[config.mk]
export PLATFORM = sky130hd
export DESIGN_NAME = uart_frame_rx
export DESIGN_NICKNAME = d
export VERILOG_FILES = /design/src/rtl/uart_frame_rx.sv
export SDC_FILE = /design/constraint.sdc
export NUM_CORES = 1
export LEC_CHECK = 0
export BUFFER_PORTS_ARGS = -buffer_cell sky130_fd_sc_hd__buf_4
export CAP_MARGIN = 20
export CORE_ASPECT_RATIO = 0.8
export CORE_MARGIN = 2
export CORE_UTILIZATION = 56
export CTS_BUF_LIST = sky130_fd_sc_hd__clkbuf_16
export DETAILED_ROUTE_END_ITERATION = 6
export PLACE_DENSITY = 0.74
export SLEW_MARGIN = 30
export SYNTH_ARGS = -nofsm -noshare
export SYNTH_HDL_FRONTEND = slang
export SYNTH_SLANG_ARGS = --single-unit
[constraint.sdc]
create_clock -name i_clk -period 2.3 [get_ports i_clk]
set_input_delay 0.345 -clock i_clk [delete_from_list [all_inputs] [get_ports i_clk]]
set_output_delay 0.345 -clock i_clk [all_outputs]
set_load 0.1 [all_outputs]
[src/rtl/uart_frame_rx.sv]
// ---------------------------------------------------------------------------
// uart_frame_rx
//   Frame parser sitting behind the uart receive path. It hunts for frames of
//   the form SOF, LEN, LEN payload bytes, CHK. Each frame is held in a local
//   buffer and released downstream only once its checksum has matched.
//   Frames that fail are discarded and reported with a one-cycle drop pulse.
//   The checksum is the 8-bit modular sum of LEN and all payload bytes.
//
// Ports
//   i_clk        clock
//   i_rst        asynchronous active-low reset
//   i_data[7:0]  received byte from the uart
//   i_valid      i_data valid
//   o_ready      byte accepted when i_valid & o_ready (low while draining)
//   i_rxerr      uart line/framing error pulse
//   o_data[7:0]  payload byte released downstream
//   o_valid      o_data valid
//   o_last       marks the final payload byte of a frame
//   i_ready      downstream ready
//   o_len[7:0]   LEN of the frame being released
//   o_drop       one-cycle pulse: frame discarded
//   o_drop_code  0=bad LEN, 1=bad CHK, 2=timeout, 3=line error
// ---------------------------------------------------------------------------
module uart_frame_rx #(
    parameter logic [7:0] SOF_BYTE = 8'hA5,
    parameter int         MAX_LEN  = 16,
    parameter int         TO_CYC   = 100000
) (
    input  logic       i_clk,
    input  logic       i_rst,
    input  logic [7:0] i_data,
    input  logic       i_valid,
    output logic       o_ready,
    input  logic       i_rxerr,
    output logic [7:0] o_data,
    output logic       o_valid,
    output logic       o_last,
    input  logic       i_ready,
    output logic [7:0] o_len,
    output logic       o_drop,
    output logic [1:0] o_drop_code
);

    localparam int IDX_W = (MAX_LEN > 1) ? $clog2(MAX_LEN) : 1;
    localparam int TO_W  = (TO_CYC > 1) ? $clog2(TO_CYC) : 1;

    localparam logic [7:0]      MAX_LEN_B = 8'(MAX_LEN);
    localparam logic [TO_W-1:0] TO_LAST   = TO_W'(TO_CYC - 1);

    localparam logic [1:0] DROP_LEN     = 2'd0;
    localparam logic [1:0] DROP_CHK     = 2'd1;
    localparam logic [1:0] DROP_TIMEOUT = 2'd2;
    localparam logic [1:0] DROP_LINE    = 2'd3;

    typedef enum logic [2:0] {
        ST_HUNT  = 3'd0,
        ST_LEN   = 3'd1,
        ST_PAY   = 3'd2,
        ST_CHK   = 3'd3,
        ST_DRAIN = 3'd4
    } state_t;

    // 8-bit modular checksum accumulation
    function automatic logic [7:0] sum8(input logic [7:0] acc, input logic [7:0] b);
        return acc + b;
    endfunction

    state_t            state_r, state_s;
    logic [7:0]        len_r, len_s;
    logic [7:0]        sum_r, sum_s;
    logic [IDX_W-1:0]  wptr_r, wptr_s;
    logic [IDX_W-1:0]  rptr_r, rptr_s;
    logic [IDX_W-1:0]  rptr_inc_s;
    logic [TO_W-1:0]   idle_r, idle_s;
    logic [7:0]        data_r, data_s;
    logic              valid_r, valid_s;
    logic              last_r, last_s;
    logic              ready_r, ready_s;
    logic              drop_r, drop_s;
    logic [1:0]        code_r, code_s;
    logic              wr_en_s;
    logic              accept_s;
    logic              open_s;
    logic [7:0]        buf_r [MAX_LEN];

    assign accept_s   = i_valid & ready_r;
    // A frame is "open" once SOF has been seen and until CHK is judged.
    assign open_s     = (state_r == ST_LEN) || (state_r == ST_PAY) || (state_r == ST_CHK);
    assign rptr_inc_s = rptr_r + IDX_W'(1);

    // Next-state and next-output logic; line error beats a same-cycle byte,
    // and an accepted byte beats a same-cycle timeout expiry.
    always_comb begin
        state_s = state_r;
        len_s   = len_r;
        sum_s   = sum_r;
        wptr_s  = wptr_r;
        rptr_s  = rptr_r;
        idle_s  = idle_r;
        data_s  = data_r;
        valid_s = valid_r;
        last_s  = last_r;
        drop_s  = 1'b0;
        code_s  = code_r;
        wr_en_s = 1'b0;

        if (open_s && i_rxerr) begin
            state_s = ST_HUNT;
            idle_s  = '0;
            drop_s  = 1'b1;
            code_s  = DROP_LINE;
        end else if (open_s && !accept_s) begin
            if (idle_r == TO_LAST) begin
                state_s = ST_HUNT;
                idle_s  = '0;
                drop_s  = 1'b1;
                code_s  = DROP_TIMEOUT;
            end else begin
                idle_s = idle_r + TO_W'(1);
            end
        end else begin
            case (state_r)
                ST_HUNT: begin
                    idle_s = '0;
                    if (accept_s && (i_data == SOF_BYTE)) begin
                        state_s = ST_LEN;
                    end else begin
                        state_s = ST_HUNT;
                    end
                end
                ST_LEN: begin
                    idle_s = '0;
                    if ((i_data != 8'd0) && (i_data <= MAX_LEN_B)) begin
                        len_s   = i_data;
                        sum_s   = i_data;
                        wptr_s  = '0;
                        state_s = ST_PAY;
                    end else begin
                        state_s = ST_HUNT;
                        drop_s  = 1'b1;
                        code_s  = DROP_LEN;
                    end
                end
                ST_PAY: begin
                    idle_s  = '0;
                    wr_en_s = 1'b1;
                    sum_s   = sum8(sum_r, i_data);
                    if (8'(wptr_r) == (len_r - 8'd1)) begin
                        state_s = ST_CHK;
                    end else begin
                        wptr_s = wptr_r + IDX_W'(1);
                    end
                end
                ST_CHK: begin
                    idle_s = '0;
                    if (i_data == sum_r) begin
                        state_s = ST_DRAIN;
                        rptr_s  = '0;
                        valid_s = 1'b1;
                        data_s  = buf_r[IDX_W'(0)];
                        last_s  = (len_r == 8'd1);
                    end else begin
                        state_s = ST_HUNT;
                        drop_s  = 1'b1;
                        code_s  = DROP_CHK;
                    end
                end
                ST_DRAIN: begin
                    if (i_ready) begin
                        if (last_r) begin
                            state_s = ST_HUNT;
                            valid_s = 1'b0;
                            last_s  = 1'b0;
                        end else begin
                            rptr_s = rptr_inc_s;
                            data_s = buf_r[rptr_inc_s];
                            last_s = (8'(rptr_inc_s) == (len_r - 8'd1));
                        end
                    end else begin
                        state_s = ST_DRAIN;
                    end
                end
                default: begin
                    state_s = ST_HUNT;
                    valid_s = 1'b0;
                    last_s  = 1'b0;
                end
            endcase
        end

        ready_s = (state_s != ST_DRAIN);
    end

    // State, counters and registered outputs
    always_ff @(posedge i_clk or negedge i_rst) begin
        if (!i_rst) begin
            state_r <= ST_HUNT;
            len_r   <= 8'd0;
            sum_r   <= 8'd0;
            wptr_r  <= '0;
            rptr_r  <= '0;
            idle_r  <= '0;
            data_r  <= 8'd0;
            valid_r <= 1'b0;
            last_r  <= 1'b0;
            ready_r <= 1'b1;
            drop_r  <= 1'b0;
            code_r  <= 2'd0;
        end else begin
            state_r <= state_s;
            len_r   <= len_s;
            sum_r   <= sum_s;
            wptr_r  <= wptr_s;
            rptr_r  <= rptr_s;
            idle_r  <= idle_s;
            data_r  <= data_s;
            valid_r <= valid_s;
            last_r  <= last_s;
            ready_r <= ready_s;
            drop_r  <= drop_s;
            code_r  <= code_s;
        end
    end

    // Payload buffer; contents are don't-care until written
    always_ff @(posedge i_clk) begin
        if (wr_en_s) begin
            buf_r[wptr_r] <= i_data;
        end
    end

    assign o_ready     = ready_r;
    assign o_data      = data_r;
    assign o_valid     = valid_r;
    assign o_last      = last_r;
    assign o_len       = len_r;
    assign o_drop      = drop_r;
    assign o_drop_code = code_r;

endmodule

==> run metrics, run 1 <==
outcome=complete, but fails checks; failing checks=negative hold slack; Detail Placement HPWL=between 10 and 15 mm; final routed DRC violation total=0; flop and latch count out of synthesis=approximately 190; RSZ-0062 raised after global routing=false; fin. max-slew vios=0; cts bufs inserted=17; CTS tree=yes; Worst-Margin Slew=around 770 ps; WL/cell=between 20 and 25 µm; Tightest Hold Check Type=in -> async; CTS Buffer Depth=2; worst r2r src=sum_r[4]$_DFFE_PN0P_; WP data arrival=2510 ps; r2r worst-path depth=6; clk_lat worst skew=between 400 and 500 ps; Antenna Nets Post-Route=0; main area contributors after synthesis=edfxtp_1, dfrtp_1, mux4_2; setup violators final=0; Post-Syn Nets=609; final hold slack=-10.5 ps; post-CTS setup buffer count=0; layout cell share with drive strength beyond 1=0.278; GPL Wtd Cong=~0.87; Vias per Instance=between 6 and 7; core box area=around 15000 µm²; total clock sinks=between 150 and 200; worst setup path startpoint=sum_r[4]$_DFFE_PN0P_; VDD IR max=between 500 and 600 µV; Fillers=between 1000 and 1500; Port-buffer cells=34; total power after layout=8.98 mW; Setup TNS=0 ps; Die X=roughly 140 µm; Max Clk Rate=approximately 460 MHz; I/O Pins=35; Gate Count Post-Synth=580; Max H-tree Level=4; Leakage Power=3.72 nW; Final Skew=between 15 and 20 ps; share of the synthesized area in the top cell type=0.456; Nets=between 600 and 700; CP Launch Type=register; antenna cells=0; ys flop type=edfxtp_1; Crit Path Category=reg -> reg; area added between synthesis and finish=16.6%; largest net degree at the start of global routing=59; pwr dens=roughly 910 nW/µm²; EDFF count, synth=128; Seq/Total Area, Yosys=0.628; Tcrit/Tclk final=0.951; Resized Gates After CTS=0; first-pass GRT wire length=a little under 30 mm; Site Rows=40; die area=between 15000 and 20000 µm²; CTS root buffer=clkbuf_16; initial antenna violation count=0; Post-CTS Hold Buffers=0; Mapped Area=8440 µm²; WP data required=2620 ps; number of max-cap violations=0; drt first pass iters=5; DR iter-0 viols=roughly 460; dominant cell type by area after synthesis=edfxtp_1; Post-Syn Area per Cell=14.5 µm²; vias in the first global route=between 5000 and 6000; FFs w/ async S/R, synth=0.312; CTS clk-pin slew, worst paths=around 80 ps; Overflow after GRT=0; Yosys cell types=64; Final Hold Vio Count=9; CP Capture Type=register; wirelength, routed=roughly 18 mm; via count=slightly above 5000; Period minus WS final=2190 ps; Yosys Warn Count=0; Max FO, Critical Path=5; die height=approximately 110 µm; starting density of the core=0.568; Max-slew headroom=0.484; global-route usage over all layers=0.242
-- cell families (layout without fill, tap and decap cells) --
family | Yosys count | after routing | synth area share
flip-flops | 186 | 186 | 0.628
buffers and inverters | 41 | 127 | 0.0205
AO/OA/AOI/OAI | 67 | 67 | 0.0568
adder cells (fa/ha/maj) | 16 | 16 | 0.0246
multiplexers | 63 | 63 | 0.126
XOR/XNOR | 32 | 32 | 0.0357
AND/OR/NAND/NOR | 175 | 175 | 0.109
-- per-layer routing --
metal  GRT usage  vias to the layer above  share of wire
li1            -                     2345              -
met1       0.348                     2616           0.44
met2       0.374                      174           0.48
met3      0.0600                       20          0.065
met4      0.0747                        0          0.012
met5           0                        -              0
-- worst max-delay path: stages (launching register included) --
cell	delay, ps
dfrtp_1	380
ha_1	340
nor3_1	440
a311o_1	290
nand2_1	110
o21bai_4	190
mux2_4	310
-- placed cells by master, fill, tap and decap left out, drive strengths merged, types with 4 or more instances in the layout --
master / instances
xnor2: 18
buf: 77
a31oi: 8
nand2: 49
clkbuf: 17
a21oi: 9
dfrtp: 57
o211ai: 12
and2: 6
nand4: 6
nor3: 14
nor4: 7
o21ai: 13
or3: 5
mux2i: 12
nand3: 14
nand4b: 4
nor2: 49
mux2: 19
o31ai: 5
inv: 26
edfxtp: 128
xor2: 13
mux4: 32
nor3b: 4
ha: 15
-- per-stage QoR --
step / utilization / setup slack [ps] / hold WS, ps / cells / area (µm²)
3_5_place_dp: 0.621 / 75.0 / 465 / 823 / 9230
3_3_place_gp: 0.621 / 88.3 / 444 / 823 / 9230
5_1_grt: 0.662 / 6.13 / 33.4 / 855 / 9840
6_report: 0.662 / 113 / -10.5 / 855 / 9840
4_1_cts: 0.662 / 140 / 6.99 / 855 / 9840
2_1_floorplan: - / 19.1 / 49.4 / 580 / 8470
-- state kept, by name, summed over array words and instances (netlist names), 2 cells and up --
name         cells
buf_r          128
idle_r          17
o_data           8
o_drop_code      2
o_len            8
rptr_r           4
state_r          3
sum_r            8
wptr_r           4
-- power breakdown --
group | switching (mW) | internal, mW
Combinational | 1.38 | 0.873
Sequential | 0.0656 | 3.68
Clock | 1.34 | 1.65
-- worst paths after layout --
path                                                    to  slack, ps
worst max-delay path            o_drop_code[1]$_DFFE_PN0P_        110
worst min-delay path                idle_r[15]$_DFFE_PN0P_        -10
worst max register to register  o_drop_code[1]$_DFFE_PN0P_        110
worst min register to register        sum_r[6]$_DFFE_PN0P_        510
max in group asynchronous             o_len[3]$_DFFE_PN0P_       1760
min in group i_clk                   buf_r[5][2]$_DFFE_PP_        150
-- Yosys cell counts (all sizes together), types with 5 or more instances --
cell / number
nand4: 6
mux2: 19
a31oi: 8
o31ai: 5
ha: 15
a21oi: 9
xnor2: 18
nand3: 14
o21ai: 13
dfrtp: 57
nor4: 7
mux2i: 12
o211ai: 12
and2: 6
nor3: 14
mux4: 32
xor2: 13
clkbuf: 11
or3: 5
nor2: 49
inv: 18
edfxtp: 128
buf: 12
nand2: 49
-- final cells by class --
cell class                 count  area [µm²]  share of cell area
clock inverter                15         180              0.0183
tap                          189         236              0.0240
inverter                      18        67.6             0.00687
sequential                   186        5310               0.539
clock buffer                  17         425              0.0432
timing repair buffer          77         628              0.0638
multi-input combinational    353        3000               0.304
(Power assumes the default switching activity.)
==> inputs of run 2 (changes only) <==
- PLACE_DENSITY: 0.74 -> not set
- PLACE_DENSITY_LB_ADDON: not set -> 0.08
==> run 2 against run 1 <==
  * The flow still finishes with violations (negative hold slack)
  * Clock-buffer cell count did not move
  * Via count fell by 0.21%
  * Core utilization up 0.18 points
  * Non-clock buffer count up 1
  * Wire length decreased by 2.0%
  * Setup slack improved by 35 ps
  * Register-to-register slack better by 30 ps
  * First-iteration DRC count increased by 7.4%
  * Total power grew 0.43%
  * Die area unchanged
  * Largest power group unchanged
  * Hold slack lost 16 ps
  * Cell area increased by 0.27%
==> run metrics, run 2 (synthesized netlist as in run 1, its figures left out) <==
outcome=complete, but fails checks; failing checks=negative hold slack; Port-buffer cells=34; fin. max-slew vios=0; number of max-cap violations=0; CTS Buffer Depth=2; Vias per Instance=between 6 and 7; global-route usage over all layers=0.242; CP Launch Type=register; largest net degree at the start of global routing=around 60; first-pass GRT wire length=about 29 mm; most frequent cells in the layout=edfxtp_1, buf_4, dfrtp_1, nand2_1, nor2_1; WP data required=about 2600 ps; CTS tree=yes; core box area=14900 µm²; Placed Cells=824; initial antenna violation count=0; clk_lat worst skew=approximately 430 ps; Die X=~140 µm; Fillers=around 1100; most common cell after layout, fill and taps aside=edfxtp_1; CTS clk-pin slew, worst paths=around 70 ps; layout cell share with drive strength beyond 1=0.279; wirelength, routed=18.1 mm; cts bufs inserted=17; DR iter-0 viols=between 400 and 500; Regs by FF count=buf_r x128, idle_r x17; register area=approximately 5300 µm²; CTS root buffer=clkbuf_16; Final Skew=7.93 ps; WL/cell=21.1 µm; Tightest Hold Check Type=in -> async; pwr dens=between 900 and 1000 nW/µm²; vias in the first global route=just over 5000; die area=around 16000 µm²; CP Capture Type=register; Crit Path Category=reg -> reg; Overflow after GRT=0; RSZ-0062 raised after global routing=false; setup violators final=0; via count=5144; Reg2Reg Setup Slack=~150 ps; Period minus WS final=around 2200 ps; Max FO, Critical Path=5; die height=approximately 110 µm; Site Rows=40; final routed DRC violation total=0; Max Clk Rate=roughly 460 MHz; area of the multi-input gates=3000 µm²; starting density of the core=0.568; Nets=683; Post-Layout Cell Count=between 800 and 900; Leakage Power=3.73 nW; final hold slack=-27.0 ps; antenna cells=0; Biggest register=buf_r; GPL Wtd Cong=~0.84; Max H-tree Level=4; drt first pass iters=5; I/O Pins=35; Tcrit/Tclk final=0.936; area added between synthesis and finish=16.9%; WP data arrival=between 2000 and 2500 ps; total clock sinks=~190; max FFs per register=about 130; VDD IR max=663 µV; Final Hold Vio Count=23; Max-slew headroom=0.489; Post-CTS Hold Buffers=0; Detail Placement HPWL=roughly 12 mm; Worst-Margin Slew=roughly 770 ps; Antenna Nets Post-Route=0
-- run 2: power by group --
group | total, mW | leakage [nW] | internal (mW) | switching [mW]
registers | 3.75 | 1.88 | 3.68 | 0.0731
logic | 2.29 | 1.55 | 0.898 | 1.39
clock network | 2.98 | 0.294 | 1.65 | 1.33
-- run 2: worst paths after layout --
kind / startpoint / cells past startpoint / end
max: sum_r[2]$_DFFE_PN0P_ / 6 / o_drop_code[1]$_DFFE_PN0P_
min: i_rst / 1 / o_data[6]$_DFFE_PN0P_
max reg2reg: sum_r[2]$_DFFE_PN0P_ / 6 / o_drop_code[1]$_DFFE_PN0P_
min reg2reg: sum_r[4]$_DFFE_PN0P_ / 1 / sum_r[4]$_DFFE_PN0P_
max in group asynchronous: i_rst / 1 / o_len[0]$_DFFE_PN0P_
min in group i_clk: i_ready / 3 / rptr_r[1]$_DFFE_PN0P_
-- run 2: per-layer routing --
metal | vias up | track usage | routed length (µm)
met1 | 2597 | 0.366 | 8470
met5 | - | 0 | 0
met2 | 168 | 0.361 | 8220
met3 | 20 | 0.0495 | 1060
met4 | 0 | 0.0707 | 314
li1 | 2359 | - | -
-- run 2: final cells by class --
cell class,count,area share
inverters,18,0.00685
clock inverters,15,0.0183
multi-input cells,353,0.304
repair buffers,78,0.0657
flip-flops and latches,186,0.538
well taps,189,0.0240
clock buffers,17,0.0431
-- run 2: timing repair --
| item | CTS | global route |
|---|---|---|
| setup buffers | 0 | 0 |
| endpoints found under the setup margin | 0 | 13 |
| gates resized for setup | 0 | 1 |
-- run 2: critical path: stages, from the launching register on --
cell and delay [ps]:
dfrtp_1 390, ha_1 340, nor4_2 430, a311o_1 270
nand2_1 100, o21bai_4 200, mux2_4 310
-- run 2: per-stage QoR --
stage                     power [mW]  cell area [µm²]  setup WS [ps]   util  setup TNS [ps]
after global routing            9.34             9870           7.54  0.664               0
final                           9.02             9870            147  0.664               0
after floorplan                 5.39             8470           19.1      -               0
after global placement          6.09             9250          -93.7  0.623            -460
after detailed placement        6.12             9250          -90.8  0.623            -475
after CTS                       9.09             9860           3.41  0.663               0
==> inputs of run 3 (changes only) <==
- CORE_MARGIN: 2 -> 10
==> run 3 against run 2 <==
  * The run still ends with negative hold slack left
  * Core utilization hardly changed
  * Sequential share of layout area is 0.16 points lower
  * Die area is 27% higher
==> run metrics, run 3 (synthesized netlist as in run 1, its figures left out) <==
max FFs per register=128; WP data arrival=about 2500 ps; cts bufs inserted=17; Max H-tree Level=4; clock power share=0.330; Finished Cell Area=between 9000 and 10000 µm²; die height=about 130 µm; Sw Pwr=2.73 mW; Tightest Hold Check Type=in -> async; number of max-cap violations=0; Max FO, Critical Path=5; Die X=between 150 and 200 µm; die area=just over 20000 µm²; Biggest register=buf_r; via count=approximately 5300; final hold slack=-14.2 ps; Nets=~690; Regs by FF count=buf_r x128, idle_r x17; core box area=14900 µm²; CTS clk-pin slew, worst paths=70 ps; CP Capture Type=register; placed cell areas=approximately 9300 µm²; DR iter-0 viols=between 400 and 500; CTS tree=yes; pwr dens=910 nW/µm²; initial antenna violation count=0; wirelength, routed=around 19 mm; Pint=about 6.3 mW; worst r2r src=sum_r[2]$_DFFE_PN0P_; antenna cells=0; Antenna Nets Post-Route=0; Max-slew headroom=0.489; Overflow after GRT=0; I/O Pins=35; Leakage Power=3.76 nW; CP Launch Type=register; Site Rows=40; post-CTS setup buffer count=0; final routed DRC violation total=0; setup violators final=0; drt first pass iters=5; first-pass GRT wire length=30.5 mm; Fillers=1083; Final Skew=approximately 9.5 ps; failing checks=negative hold slack; GPL Wtd Cong=0.833; Detail Placement HPWL=about 13 mm; Worst-Margin Slew=766 ps; Comb pwr share=0.253; fin. max-slew vios=0; clk_lat worst skew=430 ps; starting density of the core=0.566; Post-Layout Cell Count=862; total clock sinks=around 190; Tcrit/Tclk final=0.953; Final Hold Vio Count=14; Seq pwr share=0.417; WL/cell=around 22 µm; outcome=complete, but fails checks; CTS root buffer=clkbuf_16; register area=around 5300 µm²; Placed Cells=830; layout cell share with drive strength beyond 1=0.282; Max Clk Rate=between 400 and 500 MHz; most common cell after layout, fill and taps aside=edfxtp_1; global-route usage over all layers=0.198; CTS Buffer Depth=2; WP data required=between 2000 and 3000 ps; area added between synthesis and finish=17.3%; Port-buffer cells=34; vias in the first global route=~5500; Period minus WS final=roughly 2200 ps; Reg2Reg Setup Slack=approximately 110 ps; Crit Path Category=reg -> reg; Vias per Instance=between 6 and 7; VDD IR max=roughly 510 µV; most frequent cells in the layout=edfxtp_1, buf_4, dfrtp_1, nand2_1, nor2_1; reg2reg end=o_drop_code[0]$_DFFE_PN0P_; largest net degree at the start of global routing=approximately 60; Sw Ratio=0.303; r2r worst-path depth=7; area of the multi-input gates=between 3000 and 4000 µm²
==> run 3: area by class of cell <==
type | instances | share of cell area
multi-input cells | 353 | 0.304
repair buffers | 84 | 0.0679
well taps | 189 | 0.0239
flip-flops and latches | 186 | 0.536
clock inverters | 15 | 0.0177
clock buffers | 17 | 0.0430
inverters | 18 | 0.00683
==> run 3: per-layer routing <==
layer | up-vias | share of wire | GRT usage
met1 | 2712 | 0.45 | 0.273
met3 | 30 | 0.057 | 0.0533
li1 | 2366 | - | -
met4 | 0 | 0.021 | 0.0648
met5 | - | 0 | 0
met2 | 150 | 0.47 | 0.300
==> run 3: power groups by stage <==
stage	registers, mW	logic [mW]	clock network (mW)
6_report	3.75	2.28	2.97
2_1_floorplan	4.29	1.10	0
3_5_place_dp	3.82	2.30	0
4_1_cts	3.75	2.30	3.00
3_3_place_gp	3.82	2.27	0
5_1_grt	3.76	2.44	3.14
==> run 3: how the worst max path moves through the flow <==
stage | cells after the start | end | slack [ps] | startpoint
2_1_floorplan | 5 | wptr_r[0]$_DFFE_PN0P_ | 20 | o_len[4]$_DFFE_PN0P_
3_3_place_gp | 8 | o_drop_code[1]$_DFFE_PN0P_ | -110 | i_data[2]
3_5_place_dp | 8 | o_drop_code[0]$_DFFE_PN0P_ | -70 | i_data[2]
4_1_cts | 7 | o_drop_code[0]$_DFFE_PN0P_ | 20 | sum_r[2]$_DFFE_PN0P_
5_1_grt | 8 | o_data[2]$_DFFE_PN0P_ | -50 | sum_r[2]$_DFFE_PN0P_
6_report | 7 | o_drop_code[0]$_DFFE_PN0P_ | 110 | sum_r[2]$_DFFE_PN0P_
==> run 3: what timing repair did <==
action | 4_1_cts | 5_1_grt
hold buffers | 0 | 0
endpoints found under the setup margin | 0 | 15
resized for setup | 0 | 4
==> run 3: worst max-delay path, cell delays in order (launching register included) <==
cell and delay, ps:
dfrtp_1 380, ha_1 340, nor4_2 390, buf_4 180
a311o_1 170, nand2_1 100, o21bai_4 190, mux2_4 310
==> run 3: per-stage QoR <==
step | power (mW) | utilization | worst slack (ps) | TNS (ps)
2_1_floorplan | 5.39 | - | 19.1 | 0
3_3_place_gp | 6.09 | 0.622 | -105 | -536
5_1_grt | 9.34 | 0.664 | -49.3 | -134
4_1_cts | 9.06 | 0.662 | 21.5 | 0
3_5_place_dp | 6.12 | 0.622 | -73.4 | -457
6_report | 9.00 | 0.664 | 108 | 0
